**config.mk**
```make
export PLATFORM = sky130hd
export DESIGN_NAME = mem_port_arbiter
export DESIGN_NICKNAME = d
export VERILOG_FILES = /design/src/rtl/mem_port_arbiter.sv
export SDC_FILE = /design/constraint.sdc
export NUM_CORES = 1
export LEC_CHECK = 0
export ABC_CLOCK_PERIOD_IN_PS = 2000
export CAP_MARGIN = 40
export CORE_MARGIN = 8
export CORE_UTILIZATION = 25
export CTS_BUF_LIST = sky130_fd_sc_hd__clkbuf_8
export CTS_CLUSTER_SIZE = 24
export DETAILED_ROUTE_END_ITERATION = 6
export DONT_BUFFER_PORTS = 1
export SYNTH_ARGS = -nofsm -noshare
export SYNTH_HDL_FRONTEND = slang
export SYNTH_SLANG_ARGS = --single-unit
```
**constraint.sdc**
```tcl
create_clock -name clk -period 2 [get_ports clk]
set_input_delay 0.2 -clock clk [delete_from_list [all_inputs] [get_ports clk]]
set_output_delay 0.2 -clock clk [all_outputs]
set_load 0.02 [all_outputs]
```
**src/rtl/mem_port_arbiter.sv**
```systemverilog
// Arbiter sharing one single-port memory between fetch and data stages.
// Grants one requester at a time, runs a req/ready handshake with timeout, and drives pipeline stalls.
module mem_port_arbiter #(
   parameter int AW      = 32,
   parameter int DW      = 32,
   parameter int TIMEOUT = 255
) (
   input  logic          clk,
   input  logic          rst_n,
   input  logic          if_req,
   input  logic [AW-1:0] if_addr,
   output logic [DW-1:0] if_rdata,
   output logic          if_done,
   input  logic          dm_read,
   input  logic          dm_write,
   input  logic [AW-1:0] dm_addr,
   input  logic [DW-1:0] dm_wdata,
   output logic [DW-1:0] dm_rdata,
   output logic          dm_done,
   output logic          mem_req,
   output logic          mem_we,
   output logic [AW-1:0] mem_addr,
   output logic [DW-1:0] mem_wdata,
   input  logic [DW-1:0] mem_rdata,
   input  logic          mem_ready,
   output logic          stall_if,
   output logic          stall_pipe,
   output logic          err
);

   typedef enum logic [1:0] {IDLE, IF_WAIT, DM_WAIT, DONE} state_t;

   localparam logic [7:0] CNT_LAST = 8'(TIMEOUT - 1);

   state_t        state, state_d;
   logic [7:0]    cnt, cnt_d;
   logic          last_dm, last_dm_d;
   logic          rd_zero, rd_zero_d;
   logic          mem_req_d, mem_we_d;
   logic [AW-1:0] mem_addr_d;
   logic [DW-1:0] mem_wdata_d, if_rdata_d, dm_rdata_d;
   logic          if_done_d, dm_done_d, err_d;
   logic          dm_req, pick_dm;

   assign dm_req     = dm_read | dm_write;
   assign stall_pipe = dm_req & ~dm_done;
   assign stall_if   = stall_pipe | (if_req & ~if_done);

   always_comb begin
      state_d     = state;
      cnt_d       = cnt;
      last_dm_d   = last_dm;
      rd_zero_d   = rd_zero;
      mem_req_d   = mem_req;
      mem_we_d    = mem_we;
      mem_addr_d  = mem_addr;
      mem_wdata_d = mem_wdata;
      if_rdata_d  = if_rdata;
      dm_rdata_d  = dm_rdata;
      if_done_d   = 1'b0;
      dm_done_d   = 1'b0;
      err_d       = 1'b0;
      // DM wins a tie unless it also won the previous grant
      pick_dm     = dm_req & (~if_req | ~last_dm);
      case (state)
         IDLE: begin
            if (if_req | dm_req) begin
               last_dm_d = pick_dm;
               mem_req_d = 1'b1;
               cnt_d     = '0;
               if (pick_dm) begin
                  mem_we_d    = dm_write;
                  mem_addr_d  = dm_addr;
                  mem_wdata_d = dm_wdata;
                  rd_zero_d   = dm_read & dm_write;
                  state_d     = DM_WAIT;
               end else begin
                  mem_we_d    = 1'b0;
                  mem_addr_d  = if_addr;
                  mem_wdata_d = '0;
                  rd_zero_d   = 1'b0;
                  state_d     = IF_WAIT;
               end
            end
         end
         IF_WAIT, DM_WAIT: begin
            if (mem_ready || cnt == CNT_LAST) begin
               mem_req_d = 1'b0;
               err_d     = ~mem_ready;
               state_d   = DONE;
               if (state == DM_WAIT) begin
                  dm_done_d  = 1'b1;
                  dm_rdata_d = (mem_ready && !rd_zero) ? mem_rdata : '0;
               end else begin
                  if_done_d  = 1'b1;
                  if_rdata_d = mem_ready ? mem_rdata : '0;
               end
            end else begin
               cnt_d = cnt + 8'd1;
            end
         end
         DONE: state_d = IDLE;
         default: state_d = IDLE;
      endcase
   end

   always_ff @(posedge clk or negedge rst_n) begin
      if (!rst_n) begin
         state     <= IDLE;
         cnt       <= '0;
         last_dm   <= 1'b0;
         rd_zero   <= 1'b0;
         mem_req   <= 1'b0;
         mem_we    <= 1'b0;
         mem_addr  <= '0;
         mem_wdata <= '0;
         if_rdata  <= '0;
         dm_rdata  <= '0;
         if_done   <= 1'b0;
         dm_done   <= 1'b0;
         err       <= 1'b0;
      end else begin
         state     <= state_d;
         cnt       <= cnt_d;
         last_dm   <= last_dm_d;
         rd_zero   <= rd_zero_d;
         mem_req   <= mem_req_d;
         mem_we    <= mem_we_d;
         mem_addr  <= mem_addr_d;
         mem_wdata <= mem_wdata_d;
         if_rdata  <= if_rdata_d;
         dm_rdata  <= dm_rdata_d;
         if_done   <= if_done_d;
         dm_done   <= dm_done_d;
         err       <= err_d;
      end
   end

endmodule

```
# After elaboration in Yosys (flattened, before gate mapping)
# Index checks and enable logic that the tools add are counted.
[classes]
n_addsub = 1
eq_ne = 7
n_mux = 24
bitwise = 14
reduce_logical = 12
[ops]
columns = ["operator", "n"]
rows = [
  ["2-to-1 mux 32 bit", 4],
  ["2-to-1 mux 8 bit", 2],
  ["case mux 8 bit (2 select lines)", 1],
  ["2-to-1 mux 1 bit", 12],
  ["AND reduction 3 bit", 4],
  ["adder 8 x 1 -> 8 bit (second input constant)", 1],
  ["equality test 8 bit (second input constant)", 1],
  ["2-to-1 mux 2 bit", 3],
  ["!= test 2 bit (second input constant)", 3],
  ["inverter 1 bit", 6],
  ["case mux 2 bit (3 select lines)", 1],
  ["bitwise AND 1 bit", 4],
  ["equality test 2 bit (second input constant)", 2],
  ["bitwise OR 1 bit", 4],
  ["AND reduction 2 bit", 2],
  ["equality test 2 x 1 -> 1 bit (second input constant)", 1],
  ["logical NOT 2 bit", 1],
  ["case mux 1 bit (2 select lines)", 1],
  ["nonzero test 2 bit", 1],
  ["OR reduction 2 bit", 1],
  ["logical AND 1 bit", 1],
  ["logical NOT 1 bit", 1],
  ["logical OR 1 bit", 1],
]
[word_totals]
register_bits = 145
inputBits = 134
word_cells = 71

# Longest topological paths before layout
[depth]
ltp_word = 6
mapped_depth = 8
ltp_nobuf = 6

# Worst setup path after synthesis
# Ideal clock, no wire load.
[synth_path]
path_type = "reg-to-reg"
start = "register cnt[0]"
end = "register cnt[0]"
arrival_time_ps = 1741
setup_slack_ps = 179
stages_incl_launch_ff = 8
synth_period_minus_slack_ps = 1821
path_cell_list = "dfrtp_1 -> inv_1 -> ha_1 -> and2_1 -> buf_1 -> a31o_4 -> or4b_4 -> o211ai_2"
[synth_between]
elab_chain_cells = 4
elab_cells_between_ends = 7
cone_classes = "1 x add/sub; 2 x eq/ne; 2 x mux; 2 x reduce/logical"
[synth_lines]
columns = ["item", "line", "rtl"]
rows = [
  ["start, declared", "36", "logic [7:0] cnt, cnt_d;"],
  ["start signal, assigned", "124", "cnt <= cnt_d;"],
  ["branches (longest 4 deep; another with adder 8 x 1 -> 8 bit)", "--", ""],
]
# Parallel ways; which one is timed is not known. The select of a mux whose other input is x is not followed.
# A chain may end at the register's enable or synchronous reset.

# Worst setup path in the final report
[layout_path]
start = "register last_dm"
end = "register mem_addr[16]"
[layout_between]
elab_chain_cells = 4
[layout_lines]
columns = ["item", "line", "rtl"]
rows = [
  ["start, declared", "37", "logic last_dm, last_dm_d;"],
  ["start signal, assigned", "125", "last_dm <= last_dm_d;"],
  ["inverter 1 bit", "64", "pick_dm = dm_req & (~if_req | ~last_dm);"],
  ["bitwise OR 1 bit", "64", ""],
  ["bitwise AND 1 bit", "64", ""],
  ["2-to-1 mux 32 bit", "71", "if (pick_dm) begin"],
  ["end signal, assigned", "129", "mem_addr <= mem_addr_d;"],
  ["end, declared", "22", "output logic [AW-1:0] mem_addr,"],
]
# Every way passes these cells.

==> flow_metrics.py <==
metrics = {
    "cts": {
        "cts.sinks": 145,
        "clock_latency_ns": 0.43,
        "cts.reportedPaths.clkPinSlew_ns": 0.09,
        "htree_num_levels": 4,
        "cts_buffer_depth": 2,
        "cts_made_buffers": 17,
        "hold_buffers": 131,
        "root_buffer": "clkbuf_8",
        "cts_tree": "yes",
    },
    "timing": {
        "clock.fmax_mhz": 516,
        "finalHoldViolCount": 145,
        "holdWs_ns": -0.535,
        "tightest_slew_ns": 0.507,
        "finalSetupViolations": 0,
        "finalCriticalPeriod_ns": 1.94,
        "rsz0062_at_grt": "yes",
        "post-route-period-util_pct": 96.9,
        "timing.slew.headroom_pct": 66.7,
        "setup_tns_ns": 0,
        "slew_viol_final": 0,
        "finalClockSkew_ns": 0.0114,
    },
    "global_routing": {
        "antenna_found_initial": 1,
        "grt.met3_usage_pct": 3.87,
        "track_usage_pct": 12.5,
        "grt_max_degree": 146,
        "top_usage_layer": "met2",
        "grt_pass1_vias": 4733,
        "grt_pass1_wl_um": 28300,
        "grtUsageMet1_pct": 14.1,
        "grt_use_met2_pct": 21.5,
        "overflow": 0,
    },
    "cells_and_area": {
        "area_growth_syn_to_layout_pct": 36.2,
        "regArea_um2": 3630,
        "drive_gt1_share_pct": 10.2,
        "fin_area_um2": 8110,
        "multi_input_area_um2": 2090,
        "fin_util_pct": 34.6,
        "num-fill-cells": 2278,
        "nets": 735,
    },
    "route": {
        "wl_per_cell_um": 20.2,
        "viasPerCell": 4.81,
        "drtAntennaViolNets": 0,
        "post-route-drc-count": 0,
        "first_pass_iters": 5,
        "drt_iter0_markers": 200,
        "wirelength_um": 18700,
        "via_count": 4477,
    },
    "outcome": {
        "violations": "negative hold slack",
        "run_status": "finished with violations",
    },
    "synth": {
        "synth-adder-area-share_pct": 0.840,
        "ys_ff_latch": 145,
        "synth_cells": 471,
        "yosysWarnings": 0,
        "synth_compound_area_share_pct": 20.9,
        "synth_xor_area_share_pct": 0,
        "synthMuxAreaShare_pct": 5.54,
        "syn_avg_cell_area_um2": 12.7,
        "netlist-cell-type-count": 45,
        "synth_top_family_by_area": "compound AO/OA/AOI/OAI gates",
        "synth_fp_nets": 609,
        "seq_area_frac_synth_pct": 60.9,
        "netlist_area_um2": 5960,
        "synthSimpleGateAreaFrac_pct": 7.35,
    },
    "worst_hold_path": {
        "holdCritPathClass": "primary input to asynchronous set/reset pin",
    },
    "floorplan": {
        "fp.dieH_um": 170,
        "fp.dieArea_um2": 29000,
        "fp.dieW_um": 170,
        "core_area_um2": 23500,
        "core.rowCount": 56,
        "initial_core_util_pct": 25.4,
        "pin_count": 269,
    },
    "place": {
        "gp_congestion": 0.757,
        "port-buffer-count": 0,
        "hpwl_um": 12100,
        "post_dp_cell_area_um2": 6280,
    },
    "pwr": {
        "max-vdd-ir-drop_mv": 0.709,
        "leakage_nw": 3.67,
        "power.density_nw_per_um2": 1680,
    },
    "setup_path": {
        "crit_arrival_ns": 2.25,
        "cp.required_ns": 2.31,
        "criticalPathCategory": "register to register",
        "cp_max_fo": 11,
        "crit_path_end_kind": "register",
        "critical_path.startpoint_type": "register",
    },
    "flow_run": {
        "max-cap-violations": 0,
    },
}
==> power breakdown <==
group,switching [mW],internal [mW],leakage [nW],total (mW)
logic,1.90,2.05,1.61,3.95
registers,2.77,4.30,1.83,7.07
clock network,1.22,1.42,0.224,2.64
==> placed cells by master (no fill, tap or decap), types with 6 or more instances in the layout <==
cell type      Yosys  layout
dfrtp_1          145     144
dlygate4sd3_1      0     131
a22o_1            96      96
nand2_1           43      43
o21ai_0           35      35
mux2i_1           33      32
clkbuf_8           0      18
inv_1             11      11
buf_4              0      11
nand3_1            7       7
nor2_1             6       6
==> cells by family after synthesis <==
family	after synthesis
flops	145
compound gates	157
buf+inv	51
simple gates	81
fa+ha+maj	4
mux	33
==> Yosys cell counts (all sizes together) <==
master   instances  share of area (%)
and3b            1               0.15
nand4b           1               0.15
and2             2               0.21
nor3b            4               0.50
dfrtp          145                 61
o221ai           2               0.29
a21oi            2               0.17
o211ai           1               0.21
o21ai           35                2.9
nor2b            3               0.31
a221o            2               0.34
a31oi            4               0.42
a2bb2oi          2               0.40
or3b             1               0.15
and4             3               0.48
nor4bb           1               0.17
or4b             1               0.23
and3             1               0.11
nand3            8               0.88
or2              1               0.11
a22o            96                 14
o22ai            3               0.31
a31o             1               0.29
nor4b            1               0.15
or3              1               0.11
clkbuf          20                1.3
o31ai            1               0.21
a311oi           1               0.25
a21o             4               0.50
ha               4               0.84
nand4            1               0.11
nor2             6               0.38
mux2i           33                5.5
o2bb2a           2               0.34
buf             20                2.5
a41oi            1               0.15
nand3b           2               0.46
nand2           43                2.7
inv             11               0.69
==> stage by stage <==
step / total power, mW / setup WS [ns] / hold WS, ns / instances
floorplan: 9.55 / 0.179 / -0.0956 / 471
global placement: 10.4 / 0.0533 / -0.0865 / 762
detailed placement: 10.7 / -0.0531 / -0.0863 / 762
CTS: 13.7 / 0.00535 / -0.592 / 925
global route: 14.5 / -0.0228 / -0.594 / 930
finish: 13.6 / 0.0617 / -0.535 / 930
==> critical path, stage by stage (launching register included) <==
cell and delay [ns]:
dfrtp_2 0.43, a2bb2oi_4 0.19, buf_12 0.14, clkbuf_16 0.17, mux2i_1 0.23, dlygate4sd3_1 0.59
o21ai_0 0.07
==> state kept, by name, indices dropped and copies added (netlist names) <==
register	count
dm_done	1
last_dm	1
if_done	1
rd_zero	1
if_rdata	32
mem_addr	32
dm_rdata	32
mem_req	1
cnt	8
state	2
mem_we	1
mem_wdata	32
err	1
==> worst paths after layout <==
| check | slack [ns] | cells after the start | start | to |
|---|---|---|---|---|
| setup reg to reg | 0.06 | 6 | last_dm | mem_addr[16] |
| hold reg to reg | 0.55 | 1 | cnt[7] | cnt[7] |
| max in group asynchronous | 2.36 | 0 | rst_n | mem_wdata[23] |
| setup / recovery | 0.06 | 6 | last_dm | mem_addr[16] |
| min in group clk | 0.05 | 2 | if_req | mem_we |
| hold / removal | -0.54 | 0 | rst_n | cnt[6] |
==> per-layer routing <==
| metal | up-vias | wire, um |
|---|---|---|
| li1 | 1999 | - |
| met1 | 2261 | 6920 |
| met5 | - | 0 |
| met2 | 183 | 9870 |
| met4 | 0 | 488 |
| met3 | 34 | 1470 |
==> repair_timing <==
| action | in CTS | in global routing |
|---|---|---|
| setup endpoints to repair | 64 | 87 |
| gates cloned | 0 | 1 |
| buffers inserted | 0 | 3 |
| resized for setup | 1 | 4 |
| hold endpoints to repair | 279 | 145 |
| pin swaps | 2 | 22 |
==> final cells by class <==
cell class,count,share of cell area [%]
Clock buffer,18,3.05
Inverter,11,0.509
Tap cell,319,4.92
Antenna cell,1,0.0308
Sequential cell,145,44.7
Clock inverter,14,2.50
Timing Repair Buffer,147,18.5
Multi-Input combinational cell,275,25.8
Note: power is estimated with default switching activity, not from simulation.
